--- src/rtl/an_decode_check.sv ---
// rtl/an_decode_check.sv - bit-serial AN-code residue checker with optional single +/-2^i correction
// Optional feature macro: AN_CORRECT_EN (builds the SEARCH/DIV2 correction path)
module an_decode_check #(
    parameter int CW   = 30,
    parameter int A    = 61,
    parameter int AW   = 6,
    parameter int DW   = 25,
    parameter int CNTW = 16
) (
    input  logic            clk,
    input  logic            rst,
    input  logic            clk_en,
    input  logic            in_valid,
    output logic            in_ready,
    input  logic [CW-1:0]   in_cw,
    output logic            out_valid,
    input  logic            out_ready,
    output logic [DW-1:0]   data_out,
    output logic            err_detect,
    output logic            err_corrected,
    output logic            err_uncorr,
    output logic [CNTW-1:0] detect_cnt,
    output logic [CNTW-1:0] corr_cnt
);
    localparam int          CNT_W = $clog2(CW + 1);
    localparam logic [AW:0] A_EXT = (AW+1)'(A);

    typedef enum logic [2:0] {S_IDLE, S_DIV, S_SEARCH, S_DIV2, S_DONE} state_t;

    state_t          r_state;
    logic [CW-1:0]   r_cw;
    logic [CW-1:0]   r_sh;
    logic [CNT_W-1:0] r_cnt;
    logic [AW-1:0]   r_rem;
    logic [DW-1:0]   r_quo;
    logic            r_in_ready;
    logic            r_out_valid;
    logic            r_err_detect;
    logic            r_err_uncorr;
    logic [DW-1:0]   r_data;
    logic [CNTW-1:0] r_detect_cnt;

    logic [AW:0]     w_trial;
    logic            w_qbit;
    logic [AW-1:0]   w_rem_nxt;
    logic [DW-1:0]   w_quo_nxt;

    // One restoring-division step: shift in the next codeword bit, subtract A if it fits.
    always_comb begin
        w_trial   = {r_rem, r_sh[CW-1]};
        w_qbit    = (w_trial >= A_EXT);
        w_rem_nxt = w_qbit ? AW'(w_trial - A_EXT) : w_trial[AW-1:0];
        w_quo_nxt = {r_quo[DW-2:0], w_qbit};
    end

`ifdef AN_CORRECT_EN
    localparam int IDX_W = $clog2(CW);

    logic [AW-1:0]    r_p;
    logic [IDX_W-1:0] r_idx;
    logic             r_err_corr;
    logic [CNTW-1:0]  r_corr_cnt;

    logic [AW:0]      w_p2;
    logic [AW-1:0]    w_p_nxt;
    logic             w_hit_sub;
    logic             w_hit_add;
    logic [CW-1:0]    w_pow;
    logic [CW-1:0]    w_cw_fix;

    // p tracks 2^idx mod A; a residue of +p or -p points at a single error at bit idx.
    always_comb begin
        w_p2      = {r_p, 1'b0};
        w_p_nxt   = (w_p2 >= A_EXT) ? AW'(w_p2 - A_EXT) : w_p2[AW-1:0];
        w_hit_sub = (r_rem == r_p);
        w_hit_add = ({1'b0, r_rem} == (A_EXT - {1'b0, r_p}));
        w_pow     = CW'(1) << r_idx;
        w_cw_fix  = w_hit_sub ? (r_cw - w_pow) : (r_cw + w_pow);
    end

    assign err_corrected = r_err_corr;
    assign corr_cnt      = r_corr_cnt;
`else
    assign err_corrected = 1'b0;
    assign corr_cnt      = '0;
`endif

    always_ff @(posedge clk) begin
        if (rst) begin
            r_state      <= S_IDLE;
            r_cw         <= '0;
            r_sh         <= '0;
            r_cnt        <= '0;
            r_rem        <= '0;
            r_quo        <= '0;
            r_in_ready   <= 1'b1;
            r_out_valid  <= 1'b0;
            r_err_detect <= 1'b0;
            r_err_uncorr <= 1'b0;
            r_data       <= '0;
            r_detect_cnt <= '0;
`ifdef AN_CORRECT_EN
            r_p          <= AW'(1);
            r_idx        <= '0;
            r_err_corr   <= 1'b0;
            r_corr_cnt   <= '0;
`endif
        end else if (clk_en) begin
            case (r_state)
                S_IDLE: begin
                    if (in_valid && r_in_ready) begin
                        r_cw         <= in_cw;
                        r_sh         <= in_cw;
                        r_cnt        <= '0;
                        r_rem        <= '0;
                        r_quo        <= '0;
                        r_err_detect <= 1'b0;
                        r_err_uncorr <= 1'b0;
`ifdef AN_CORRECT_EN
                        r_err_corr   <= 1'b0;
`endif
                        r_in_ready   <= 1'b0;
                        r_state      <= S_DIV;
                    end
                end
                S_DIV: begin
                    if (r_cnt != CNT_W'(CW)) begin
                        r_sh  <= r_sh << 1;
                        r_rem <= w_rem_nxt;
                        r_quo <= w_quo_nxt;
                        r_cnt <= r_cnt + 1'b1;
                    end else begin
                        // Original quotient is the fallback result for every uncorrected outcome.
                        r_data <= r_quo;
                        if (r_rem == '0) begin
                            r_out_valid <= 1'b1;
                            r_state     <= S_DONE;
                        end else begin
                            r_err_detect <= 1'b1;
`ifdef AN_CORRECT_EN
                            r_p     <= AW'(1);
                            r_idx   <= '0;
                            r_state <= S_SEARCH;
`else
                            r_err_uncorr <= 1'b1;
                            r_out_valid  <= 1'b1;
                            r_state      <= S_DONE;
`endif
                        end
                    end
                end
`ifdef AN_CORRECT_EN
                S_SEARCH: begin
                    r_p   <= w_p_nxt;
                    r_idx <= r_idx + 1'b1;
                    if (w_hit_sub || w_hit_add) begin
                        r_cw    <= w_cw_fix;
                        r_sh    <= w_cw_fix;
                        r_cnt   <= '0;
                        r_rem   <= '0;
                        r_quo   <= '0;
                        r_state <= S_DIV2;
                    end else if (r_idx == IDX_W'(CW - 1)) begin
                        r_err_uncorr <= 1'b1;
                        r_out_valid  <= 1'b1;
                        r_state      <= S_DONE;
                    end
                end
                S_DIV2: begin
                    r_sh  <= r_sh << 1;
                    r_rem <= w_rem_nxt;
                    r_quo <= w_quo_nxt;
                    r_cnt <= r_cnt + 1'b1;
                    if (r_cnt == CNT_W'(CW - 1)) begin
                        if (w_rem_nxt == '0) begin
                            r_err_corr <= 1'b1;
                            r_data     <= w_quo_nxt;
                        end else begin
                            r_err_uncorr <= 1'b1;
                        end
                        r_out_valid <= 1'b1;
                        r_state     <= S_DONE;
                    end
                end
`endif
                S_DONE: begin
                    if (out_ready) begin
                        r_out_valid <= 1'b0;
                        r_in_ready  <= 1'b1;
                        r_state     <= S_IDLE;
                        if (r_err_detect && (r_detect_cnt != '1))
                            r_detect_cnt <= r_detect_cnt + 1'b1;
`ifdef AN_CORRECT_EN
                        if (r_err_corr && (r_corr_cnt != '1))
                            r_corr_cnt <= r_corr_cnt + 1'b1;
`endif
                    end
                end
                default: r_state <= S_IDLE;
            endcase
        end
    end

    assign in_ready   = r_in_ready;
    assign out_valid  = r_out_valid;
    assign data_out   = r_data;
    assign err_detect = r_err_detect;
    assign err_uncorr = r_err_uncorr;
    assign detect_cnt = r_detect_cnt;
endmodule

--- config.mk ---
export PLATFORM = sky130hd
export DESIGN_NAME = an_decode_check
export DESIGN_NICKNAME = d
export VERILOG_FILES = /design/src/rtl/an_decode_check.sv
export SDC_FILE = /design/constraint.sdc
export NUM_CORES = 1
export LEC_CHECK = 0
export CAP_MARGIN = 20
export CORE_UTILIZATION = 51
export CTS_BUF_LIST = sky130_fd_sc_hd__clkbuf_4 sky130_fd_sc_hd__clkbuf_8 sky130_fd_sc_hd__clkbuf_16
export CTS_CLUSTER_DIAMETER = 200
export DETAILED_ROUTE_END_ITERATION = 8
export PLACE_DENSITY = 0.89
export SETUP_SLACK_MARGIN = 0.02
export SYNTH_ARGS = -nofsm -noshare
export SYNTH_HDL_FRONTEND = slang
export SYNTH_SLANG_ARGS = --single-unit
--- constraint.sdc ---
create_clock -name clk -period 2.8 [get_ports clk]
set_input_delay 0.28 -clock clk [delete_from_list [all_inputs] [get_ports clk]]
set_output_delay 0.28 -clock clk [all_outputs]
set_load 0.02 [all_outputs]
== After elaboration in Yosys (flattened, before gate mapping) ==
Cells that the tools add are included.

* Bits in registers: 113
* Input bits: 35
* Word-level logic and storage cells: 64

* $add $sub $neg: 3
* Order comparisons: 1
* Equal/unequal tests: 9
* Multiplexer cells: 26
* Bitwise logic cells: 1
* Reduce and logical (&&, ||, !) cells: 14

{| class="wikitable"
|+ Operator list
! operator !! number
|-
| 2-to-1 mux 30 bit || 2
|-
| one-hot mux 30 bit (2 select lines) || 1
|-
| 2-to-1 mux 25 bit || 2
|-
| one-hot mux 25 bit (2 select lines) || 1
|-
| AND reduction 4 bit || 5
|-
| 2-to-1 mux 6 bit || 3
|-
| adder 16 x 1 -> 16 bit, second input constant || 1
|-
| != test 16 bit, second input constant || 1
|-
| one-hot mux 6 bit (2 select lines) || 1
|-
| 2-to-1 mux 5 bit || 2
|-
| != test 2 bit, second input constant || 5
|-
| one-hot mux 5 bit (2 select lines) || 1
|-
| 2-to-1 mux 3 bit || 3
|-
| one-hot mux 3 bit (3 select lines) || 1
|-
| greater-or-equal comparator 7 x 6 -> 1 bit, second input constant || 1
|-
| zero test 6 bit || 1
|-
| 2-to-1 mux 1 bit || 6
|-
| one-hot mux 1 bit (2 select lines) || 3
|-
| nonzero test 2 bit || 3
|-
| subtractor 6 bit, second input constant || 1
|-
| adder 5 x 1 -> 5 bit, second input constant || 1
|-
| != test 5 bit, second input constant || 1
|-
| AND reduction 5 bit || 1
|-
| == test 3 x 1 -> 1 bit, second input constant || 1
|-
| 5 further kinds || 6
|}

== Depth between registers and ports, before layout ==
Gate-level depths: netlist of run 1.

* Word-level depth: 4
* Mapped depth: 9
* Gate-level depth less buffers: 6

== Worst setup path after synthesis of run 1 ==
No wires, ideal clock.

* Kind: register -> register
* Start point: register r_cnt[0]
* End point: register r_rem[4]
* Setup time: 70 ps
* Arrival time: 1921 ps
* Slack: 809 ps
* Cell stages (with the launch flop): 9
* Path buffers: 2
* Cell sequence: dfxtp_1 inv_1 ha_1 and4_4 buf_6 a211o_1 buf_2 or4_1 a21oi_1

* Word-level cells in the longest chain between the ends: 3

{| class="wikitable"
|+ Ends and longest elaborated chain
! what !! RTL line !! RTL
|-
| start, declared || 33 || <nowiki>logic [CNT_W-1:0] r_cnt;</nowiki>
|-
| start signal, assigned || 131 || <nowiki>r_cnt <= r_cnt + 1'b1;</nowiki>
|-
| != test 5 bit || 127 || <nowiki>if (r_cnt != CNT_W'(CW)) begin</nowiki>
|-
| != test 2 bit (no source line) || -- ||
|-
| AND reduction 4 bit (no source line) || -- ||
|-
| end signal, assigned || 129 || <nowiki>r_rem <= w_rem_nxt;</nowiki>
|-
| end, declared || 34 || <nowiki>logic [AW-1:0] r_rem;</nowiki>
|}

No other way between the ends.
A chain may end at the register's enable or synchronous reset.

== Worst setup path in the final report of run 1 ==
* Start point: register r_cnt[0]
* End point: register r_sh[10]

* Word-level cells in the longest chain between the ends: 3

{| class="wikitable"
|+ Ends and longest elaborated chain
! what !! RTL line !! RTL
|-
| != test 5 bit || 127 ||
|-
| != test 2 bit (no source line) || -- ||
|-
| AND reduction 4 bit (no source line) || -- ||
|-
| end signal, assigned || 113 || <nowiki>r_sh <= in_cw;</nowiki>
|-
| end signal, assigned || 128 || <nowiki>r_sh <= r_sh << 1;</nowiki>
|-
| end, declared || 32 || <nowiki>logic [CW-1:0] r_sh;</nowiki>
|}

No other way between the ends.

==> results of run 1 <==
[routing by layer]
metal | GRT usage (%) | wire, um | vias up
met5 | 0 | 0 | -
met4 | 10.6 | 226 | 0
met3 | 3.83 | 664 | 20
met2 | 38.5 | 5280 | 176
li1 | - | - | 2127
met1 | 26.9 | 4600 | 2094
[flip-flops by register name (all words and copies together) (netlist names)]
| name | flops |
|---|---|
| data_out | 25 |
| detect_cnt | 16 |
| err_uncorr | 1 |
| in_ready | 1 |
| out_valid | 1 |
| r_cnt | 5 |
| r_quo | 25 |
| r_rem | 6 |
| r_sh | 30 |
| r_state | 2 |
[final timing paths]
path / startpoint / slack, ns / to
worst max-delay path: r_cnt[0] / 0.66 / r_sh[10]
worst min-delay path: rst / 0.23 / detect_cnt[4]
worst max register to register: r_cnt[0] / 0.66 / r_sh[10]
worst min register to register: data_out[12] / 0.46 / data_out[12]
[logic make-up after synthesis]
kind of cell	count (synthesis)	synth area share, %
compound gates	143	20.2
mux	5	1.16
simple gates	241	22.7
fa+ha+maj	5	1.31
flops	112	47.1
other cells	1	0.0788
buf+inv	69	7.23
xor+xnor	1	0.184
[per-stage QoR]
stage | worst slack (ns) | hold slack, ns | cells | power [mW]
6_report | 0.656 | 0.229 | 749 | 2.96
5_1_grt | 0.559 | 0.234 | 749 | 3.07
4_1_cts | 0.679 | 0.212 | 749 | 2.97
3_5_place_dp | 0.516 | 0.447 | 733 | 1.98
3_3_place_gp | 0.570 | 0.445 | 733 | 1.97
2_1_floorplan | 0.809 | 0.432 | 593 | 1.89
[critical path, stage by stage (launching register included)]
cell	delay (ns)
dfxtp_1	0.41
inv_1	0.06
ha_1	0.23
and4_4	0.23
a211o_1	0.47
buf_4	0.28
a222oi_1	0.28
nor2_1	0.08
[area by class of cell]
| type | count | share of cell area, % |
|---|---|---|
| clock buffer | 11 | 2.63 |
| clock inverter | 5 | 1.09 |
| inverter | 11 | 0.718 |
| multi-input combinational | 412 | 39.1 |
| sequential | 112 | 39.0 |
| tap | 108 | 2.35 |
| timing repair buffer | 90 | 15.1 |
[power groups by stage]
stage               Combinational (mW)  Clock [mW]  Sequential [mW]
finish                           0.290        1.01             1.66
global route                     0.316        1.09             1.66
CTS                              0.288        1.03             1.66
detailed placement               0.288           0             1.69
global placement                 0.278           0             1.69
floorplan                        0.210           0             1.68
[layout by cell type, fill, tap and decap left out, types with 4 or more instances in the layout]
cell             instances
nor2_1                  42
o21ai_0                 11
a311oi_1                12
or4_1                    7
clkdlybuf4s50_1         78
a222oi_1                17
o41ai_1                  5
nand4_1                  7
or2_2                    4
and4_1                   7
nor4_1                   5
clkbuf_8                11
buf_4                   11
nand2_1                136
inv_1                   11
nand3_1                 10
mux2_2                   4
nor2b_1                  5
o311ai_0                 5
nand2b_1                 4
conb_1                  17
o31ai_1                  6
ha_1                     5
a21oi_1                 69
dfxtp_1                112
==> flow_summary.ini, run 1 <==
[outcome]
outcome = finished, final reports clean

[power_and_ir_drop]
comb_power_share_pct = 9.8
ir_drop_mv = 0.247
switching_share_pct = 25.2
p_leak_nw = 1.93
seq_power_share_pct = 56.0
pwr_density_cell_nw_per_um2 = 514
p_int_mw = 2.21
pwr-share-clk_pct = 34.1
power_switching_mw = 0.745

[layout]
synthToLayoutAreaGrowth_pct = 20.9
final_area_um2 = 5750
multi_input_area_um2 = 2250
drive_above_1_share_pct = 6.40
register_area_um2 = 2240
nets = 676
diodes = 0
postLayoutCoreUtil_pct = 64.7
n_fill_cell = 689

[logic_synthesis]
seq_area_frac_synth_pct = 47.1
synth_edf_count = 0
yosysWarnings = 0
synth_area_leaders = dfxtp_1 47%, nand2_1 11%, a21oi_1 7.3%
yosys.area.top_type = dfxtp_1
synth_top_area_share_pct = 47.1
ys_ff_latch = 112
synth-async-reset-ratio_pct = 0
syn_inst = 577
synth_area_um2 = 4760
synth.distinct_cells = 47
synth-main-ff-cell = dfxtp_1
avgSynthCellArea_um2 = 8.25
synthTopCellsByCount = 136 x nand2_1, 112 x dfxtp_1, 69 x a21oi_1, 42 x nor2_1, 30 x clkbuf_1
post-synth-top-count-cell = nand2_1

[clocking]
cts_made_buffers = 9
clock_sinks = 112
htree_levels = 3
hold_buffers = 0
cts_buffer_depth = 2
cts_tree = built
root_buffer = clkbuf_8
path_clk_slew_ns = 0.10
cts_setup_buffers = 0
insertion_delay_ns = 0.37
post_cts_resized = 0

[placement]
port_buffers = 79
place.detailed.hpwl_um = 7420
dpl_cell_area_um2 = 5540
gp_congestion = 0.894

[sta]
slew_headroom_pct = 57.3
post-route-period-util_pct = 76.6
fmax_ghz = 0.466
min_period_ns = 2.14
fin_tns_setup_ns = 0
drv_slew = 0
final-hold-violation-count = 0
fin_skew_ns = 0.00926
setup_viol = 0
worstMarginPinSlew_ns = 0.624
rsz0062_at_grt = false

[critical_path]
start_kind = flop
worstPathArrival_ns = 2.39
required_ns = 3.05
crit_fanout = 19
reg2reg_depth = 7
critPathKind = flop to flop
crit_path_end_kind = flop

[die]
chipHeight_um = 98.6
die-area_um2 = 9720
dieWidth_um = 98.6
initial_core_util_pct = 53.5
io_pins = 97
rows = 34
core_um2 = 8890

[route]
dr.pass1.iters = 9
via_count = 4417
drc = 0
drt-initial-drc-count = 403
via_per_inst = 5.90
routedWlPerCell_um = 14.4
detail-route-antenna-nets = 0
routed_wl_um = 10800

[min_path]
holdPathStages = 2
hold_path.class = input port to flop

[global_routing]
antenna_found_initial = 0
grt_pass1_wl_um = 17800
grt_pass1_vias = 4100
grtUsageTotal_pct = 22.2
grt_overflow = 0
grt_max_degree = 52

[job]
maxCapViolCount = 0
(Power assumes the default switching activity.)
==> run 2: changes to the inputs <==
--- a/config.mk
+++ b/config.mk
@@ -6,11 +6,11 @@
 export NUM_CORES = 1
 export LEC_CHECK = 0
 export CAP_MARGIN = 20
-export CORE_UTILIZATION = 51
+export CORE_UTILIZATION = 46
 export CTS_BUF_LIST = sky130_fd_sc_hd__clkbuf_4 sky130_fd_sc_hd__clkbuf_8 sky130_fd_sc_hd__clkbuf_16
 export CTS_CLUSTER_DIAMETER = 200
 export DETAILED_ROUTE_END_ITERATION = 8
-export PLACE_DENSITY = 0.89
+export PLACE_DENSITY = 0.86
 export SETUP_SLACK_MARGIN = 0.02
 export SYNTH_ARGS = -nofsm -noshare
 export SYNTH_HDL_FRONTEND = slang
==> constraint.sdc (replaced) <==
create_clock -name clk -period 1.8 [get_ports clk]
set_input_delay 0.18 -clock clk [delete_from_list [all_inputs] [get_ports clk]]
set_output_delay 0.18 -clock clk [all_outputs]
set_load 0.02 [all_outputs]
==> flow_summary.ini, run 2 (synthesis gave the netlist of run 1 again) <==
[power_and_ir_drop]
power_switching_mw = 1.24
p_leak_nw = 2.11
seq_power_share_pct = 56.3
pwr-share-clk_pct = 31.2
comb_power_share_pct = 12.5
ir_drop_mv = 0.383
pwr_density_cell_nw_per_um2 = 742
switching_share_pct = 27.2
p_int_mw = 3.33

[layout]
diodes = 0
drive_above_1_share_pct = 12.5
synthToLayoutAreaGrowth_pct = 29.2
layout_common_cells = 136 x nand2_1, 107 x dfxtp_1, 78 x clkdlybuf4s50_1, 69 x a21oi_1, 42 x nor2_1
largest_register = r_sh
largest_reg_flops = 30
nets = 706
layout_commonest_cell = nand2_1
final_area_um2 = 6150

[clocking]
htree_levels = 3
root_buffer = clkbuf_8
cts_made_buffers = 9
hold_buffers = 0
cts_tree = built
path_clk_slew_ns = 0.11
clock_sinks = 112
insertion_delay_ns = 0.37
cts_buffer_depth = 2

[route]
routed_wl_um = 11800
routedWlPerCell_um = 14.7
drt-initial-drc-count = 337
detail-route-antenna-nets = 0
drc = 0
via_count = 4540
via_per_inst = 5.65
dr.pass1.iters = 6

[sta]
min_period_ns = 1.75
drv_slew = 0
timing.final.ws_setup_ns = 0.0489
final-hold-violation-count = 0
fin_skew_ns = 0.0141
setup_viol = 0
fin_tns_setup_ns = 0
fmax_ghz = 0.571
post-route-period-util_pct = 97.3
rsz0062_at_grt = true

[placement]
port_buffers = 79
pre_cts_slack_ns = -0.186
dpl_cell_area_um2 = 5870
place.detailed.hpwl_um = 7750
gp_congestion = 0.843

[critical_path]
start_kind = flop
required_ns = 2.06
critPathKind = flop to flop
crit_fanout = 21
crit_path_end_kind = flop
worstPathArrival_ns = 2.01

[die]
core_um2 = 9910
dieWidth_um = 104
chipHeight_um = 104
die-area_um2 = 10800
initial_core_util_pct = 48.0
io_pins = 97
rows = 36

[global_routing]
grt_overflow = 0
grtUsageTotal_pct = 21.2
grt_pass1_vias = 4304
use_met2_pct = 36.9
grt_pass1_wl_um = 19100
top_usage_layer = met2
antenna_found_initial = 0
globalRouteMet3Util_pct = 4.47
use_met1_pct = 25.7
grt_max_degree = 35

[job]
maxCapViolCount = 0

[min_path]
hold_path.class = input port to flop

[outcome]
outcome = finished, final reports clean
-- run 2: timing repair --
item	in CTS	in global routing
buffers inserted	0	2
endpoints found under the setup margin	3	59
pin swaps	0	2
gates resized for setup	2	12
gates cloned	0	1
-- run 2: per-stage QoR --
stage | utilization [%] | hold slack [ns] | power (mW) | std cells
2_1_floorplan | - | 0.341 | 2.95 | 593
3_3_place_gp | 59.2 | 0.446 | 3.13 | 785
6_report | 62.0 | 0.241 | 4.56 | 804
4_1_cts | 61.1 | 0.228 | 4.55 | 801
5_1_grt | 62.0 | 0.257 | 4.75 | 804
3_5_place_dp | 59.2 | 0.449 | 3.15 | 785
-- run 2: path summary, 6_finish.rpt --
check	startpoint	endpoint	slack (ns)	cells past startpoint
worst max-delay path	r_cnt[0]	r_sh[25]	0.05	7
worst min-delay path	rst	detect_cnt[6]	0.24	2
worst max register to register	r_cnt[0]	r_sh[25]	0.05	7
worst min register to register	data_out[6]	data_out[6]	0.47	2
-- run 2: power by group through the flow --
stage	logic (mW)	clock network, mW	registers, mW
after floorplan	0.332	0	2.62
after global placement	0.506	0	2.62
after detailed placement	0.522	0	2.62
after CTS	0.527	1.45	2.57
after global routing	0.614	1.56	2.58
final	0.568	1.42	2.57
-- run 2: final cells by class --
type | count | area (um2)
Timing Repair Buffer | 120 | 1210
Sequential cell | 112 | 2250
Multi-Input combinational cell | 412 | 2300
Inverter | 11 | 41.3
Fill cell | 826 | 3760
Clock buffer | 10 | 131
Tap cell | 133 | 166
Clock inverter | 6 | 50.0
-- run 2: worst max-delay path, cell delays in order, from the launching register on --
cell and delay (ns):
dfxtp_2 0.35, inv_2 0.05, ha_4 0.15, and4_4 0.21, a211o_4 0.36, buf_12 0.16, a222oi_1 0.26, nor2_1 0.08
-- run 2: per-layer routing --
layer  vias up  part of all wire, %
li1       2195                    -
met1      2130                   43
met2       192                   49
met3        23                  6.1
met4         0                  1.8
met5         -                    0
==> run 3: changes to the inputs <==
--- a/config.mk
+++ b/config.mk
@@ -6,11 +6,12 @@
 export NUM_CORES = 1
 export LEC_CHECK = 0
 export CAP_MARGIN = 20
-export CORE_UTILIZATION = 46
+export CORE_UTILIZATION = 57
 export CTS_BUF_LIST = sky130_fd_sc_hd__clkbuf_4 sky130_fd_sc_hd__clkbuf_8 sky130_fd_sc_hd__clkbuf_16
 export CTS_CLUSTER_DIAMETER = 200
 export DETAILED_ROUTE_END_ITERATION = 8
-export PLACE_DENSITY = 0.86
+export DONT_BUFFER_PORTS = 1
+export PLACE_DENSITY = 0.85
 export SETUP_SLACK_MARGIN = 0.02
 export SYNTH_ARGS = -nofsm -noshare
 export SYNTH_HDL_FRONTEND = slang
==> flow_summary.ini, run 3 (synthesis gave the netlist of run 1 again) <==
[sta]
fin_tns_setup_ns = 0
setup_viol = 0
slew_headroom_pct = 58.0
final-hold-violation-count = 0
drv_slew = 0
post-route-period-util_pct = 98.9
fmax_ghz = 0.562
min_period_ns = 1.78
rsz0062_at_grt = true
fin_skew_ns = 0.0108
worstMarginPinSlew_ns = 0.615

[layout]
n_fill_cell = 570
synthToLayoutAreaGrowth_pct = 18.7
register_area_um2 = 2250
diodes = 0
multi_input_area_um2 = 2300
largest_register = r_sh
layout_common_cells = 136 x nand2_1, 106 x dfxtp_1, 68 x a21oi_1, 42 x nor2_1, 34 x buf_4
drive_above_1_share_pct = 14.1
final-instance-count-excl-fill = 727
largest_reg_flops = 30
layout_commonest_cell = nand2_1
nets = 660
postLayoutCoreUtil_pct = 71.6

[critical_path]
r2r-start = r_cnt[0]
crit_start = r_cnt[0]
critPathKind = flop to flop
worstPathArrival_ns = 2.05
required_ns = 2.07
crit_fanout = 6
cpPeakStageDelay_ns = 0.36
path_delay_family = buffers and inverters
crit_path_top_delay_cell = dfxtp_2
start_kind = flop
crit_chain = inv_2, ha_4, and4_4, buf_4, a211oi_4, buf_6, clkbuf_16, nor2_1, a311oi_1
worst-path-buf-inv = 4
crit_path_end_kind = flop

[clocking]
htree_levels = 3
clock_sinks = 112
cts_made_buffers = 9
path_clk_slew_ns = 0.10
insertion_delay_ns = 0.37
root_buffer = clkbuf_8
cts_tree = built
cts_buffer_depth = 2

[die]
dieWidth_um = 93.4
core_um2 = 7890
die-area_um2 = 8720
rows = 32
initial_core_util_pct = 60.3
io_pins = 97
chipHeight_um = 93.4

[global_routing]
grt_overflow = 0
grt_pass1_vias = 4115
grt_max_degree = 80
grt_pass1_wl_um = 18500
antenna_found_initial = 0
grtUsageTotal_pct = 26.7

[job]
maxCapViolCount = 0

[min_path]
min_from = in_cw[2]
hold_path.class = input port to flop

[power_and_ir_drop]
ir_drop_mv = 0.447
pwr_density_cell_nw_per_um2 = 790
p_leak_nw = 1.97

[placement]
gp_congestion = 0.914
port_buffers = 0
place.detailed.hpwl_um = 7160
dp_cells = 677

[route]
detail-route-antenna-nets = 0
routed_wl_um = 11900
via_count = 4451
drc = 0
drt-initial-drc-count = 340
routedWlPerCell_um = 16.3
via_per_inst = 6.12
dr.pass1.iters = 8

[outcome]
outcome = finished, final reports clean
[run 3: path summary, 6_finish.rpt]
check,endpoint,cells past startpoint,slack [ns]
setup reg to reg,r_sh[17],9,0.02
hold / removal,r_sh[2],2,0.009
hold reg to reg,r_quo[5],2,0.48
setup / recovery,r_sh[17],9,0.02
[run 3: routing by layer]
metal / GRT usage [%] / up-vias / wire, um
met5: 0 / - / 0
met4: 11.9 / 0 / 212
met3: 5.85 / 17 / 910
met2: 45.3 / 182 / 5920
met1: 32.4 / 2145 / 4850
li1: - / 2107 / -
[run 3: stage by stage]
stage | power (mW) | instance area, um2 | hold WS, ns | setup WS, ns
floorplan | 2.95 | 4840 | 0.341 | 0.000661
global placement | 2.98 | 5020 | 0.251 | 0.0549
detailed placement | 2.99 | 5020 | 0.254 | -0.0304
CTS | 4.41 | 5530 | 0.00196 | 0.0206
global route | 4.63 | 5650 | 0.00559 | -0.0533
finish | 4.46 | 5650 | 0.00896 | 0.0205
[run 3: layout make-up]
cell class	instances	area share (%)
Timing Repair Buffer	74	13.4
Inverter	11	0.731
Multi-Input combinational cell	412	40.7
Clock buffer	10	2.33
Clock inverter	6	0.775
Sequential cell	112	39.8
Tap cell	102	2.26
[run 3: worst register-to-register path, delay by kind of cell, from the launching register on]
kind                     cells  cell delay (ns)
AO/OA/AOI/OAI                2             0.46
flip-flops                   1             0.36
adder cells (fa/ha/maj)      1             0.15
AND/OR/NAND/NOR              2             0.21
buffers and inverters        4             0.50
[run 3: timing repair]
| item | in CTS | in global routing |
|---|---|---|
| gates resized for setup | 6 | 13 |
| endpoints found under the hold margin | 79 | 0 |
| buffers inserted | 0 | 2 |
| endpoints found under the setup margin | 42 | 60 |
| pin swaps | 2 | 4 |
| hold buffers | 30 | 0 |
| gates cloned | 0 | 2 |
[run 3: power breakdown]
group | leakage [nW] | switching, mW | internal [mW] | total (mW)
combinational | 0.974 | 0.313 | 0.215 | 0.528
sequential | 0.909 | 0.0377 | 2.53 | 2.57
clock | 0.0900 | 0.840 | 0.525 | 1.36
total | 1.97 | 1.19 | 3.27 | 4.46
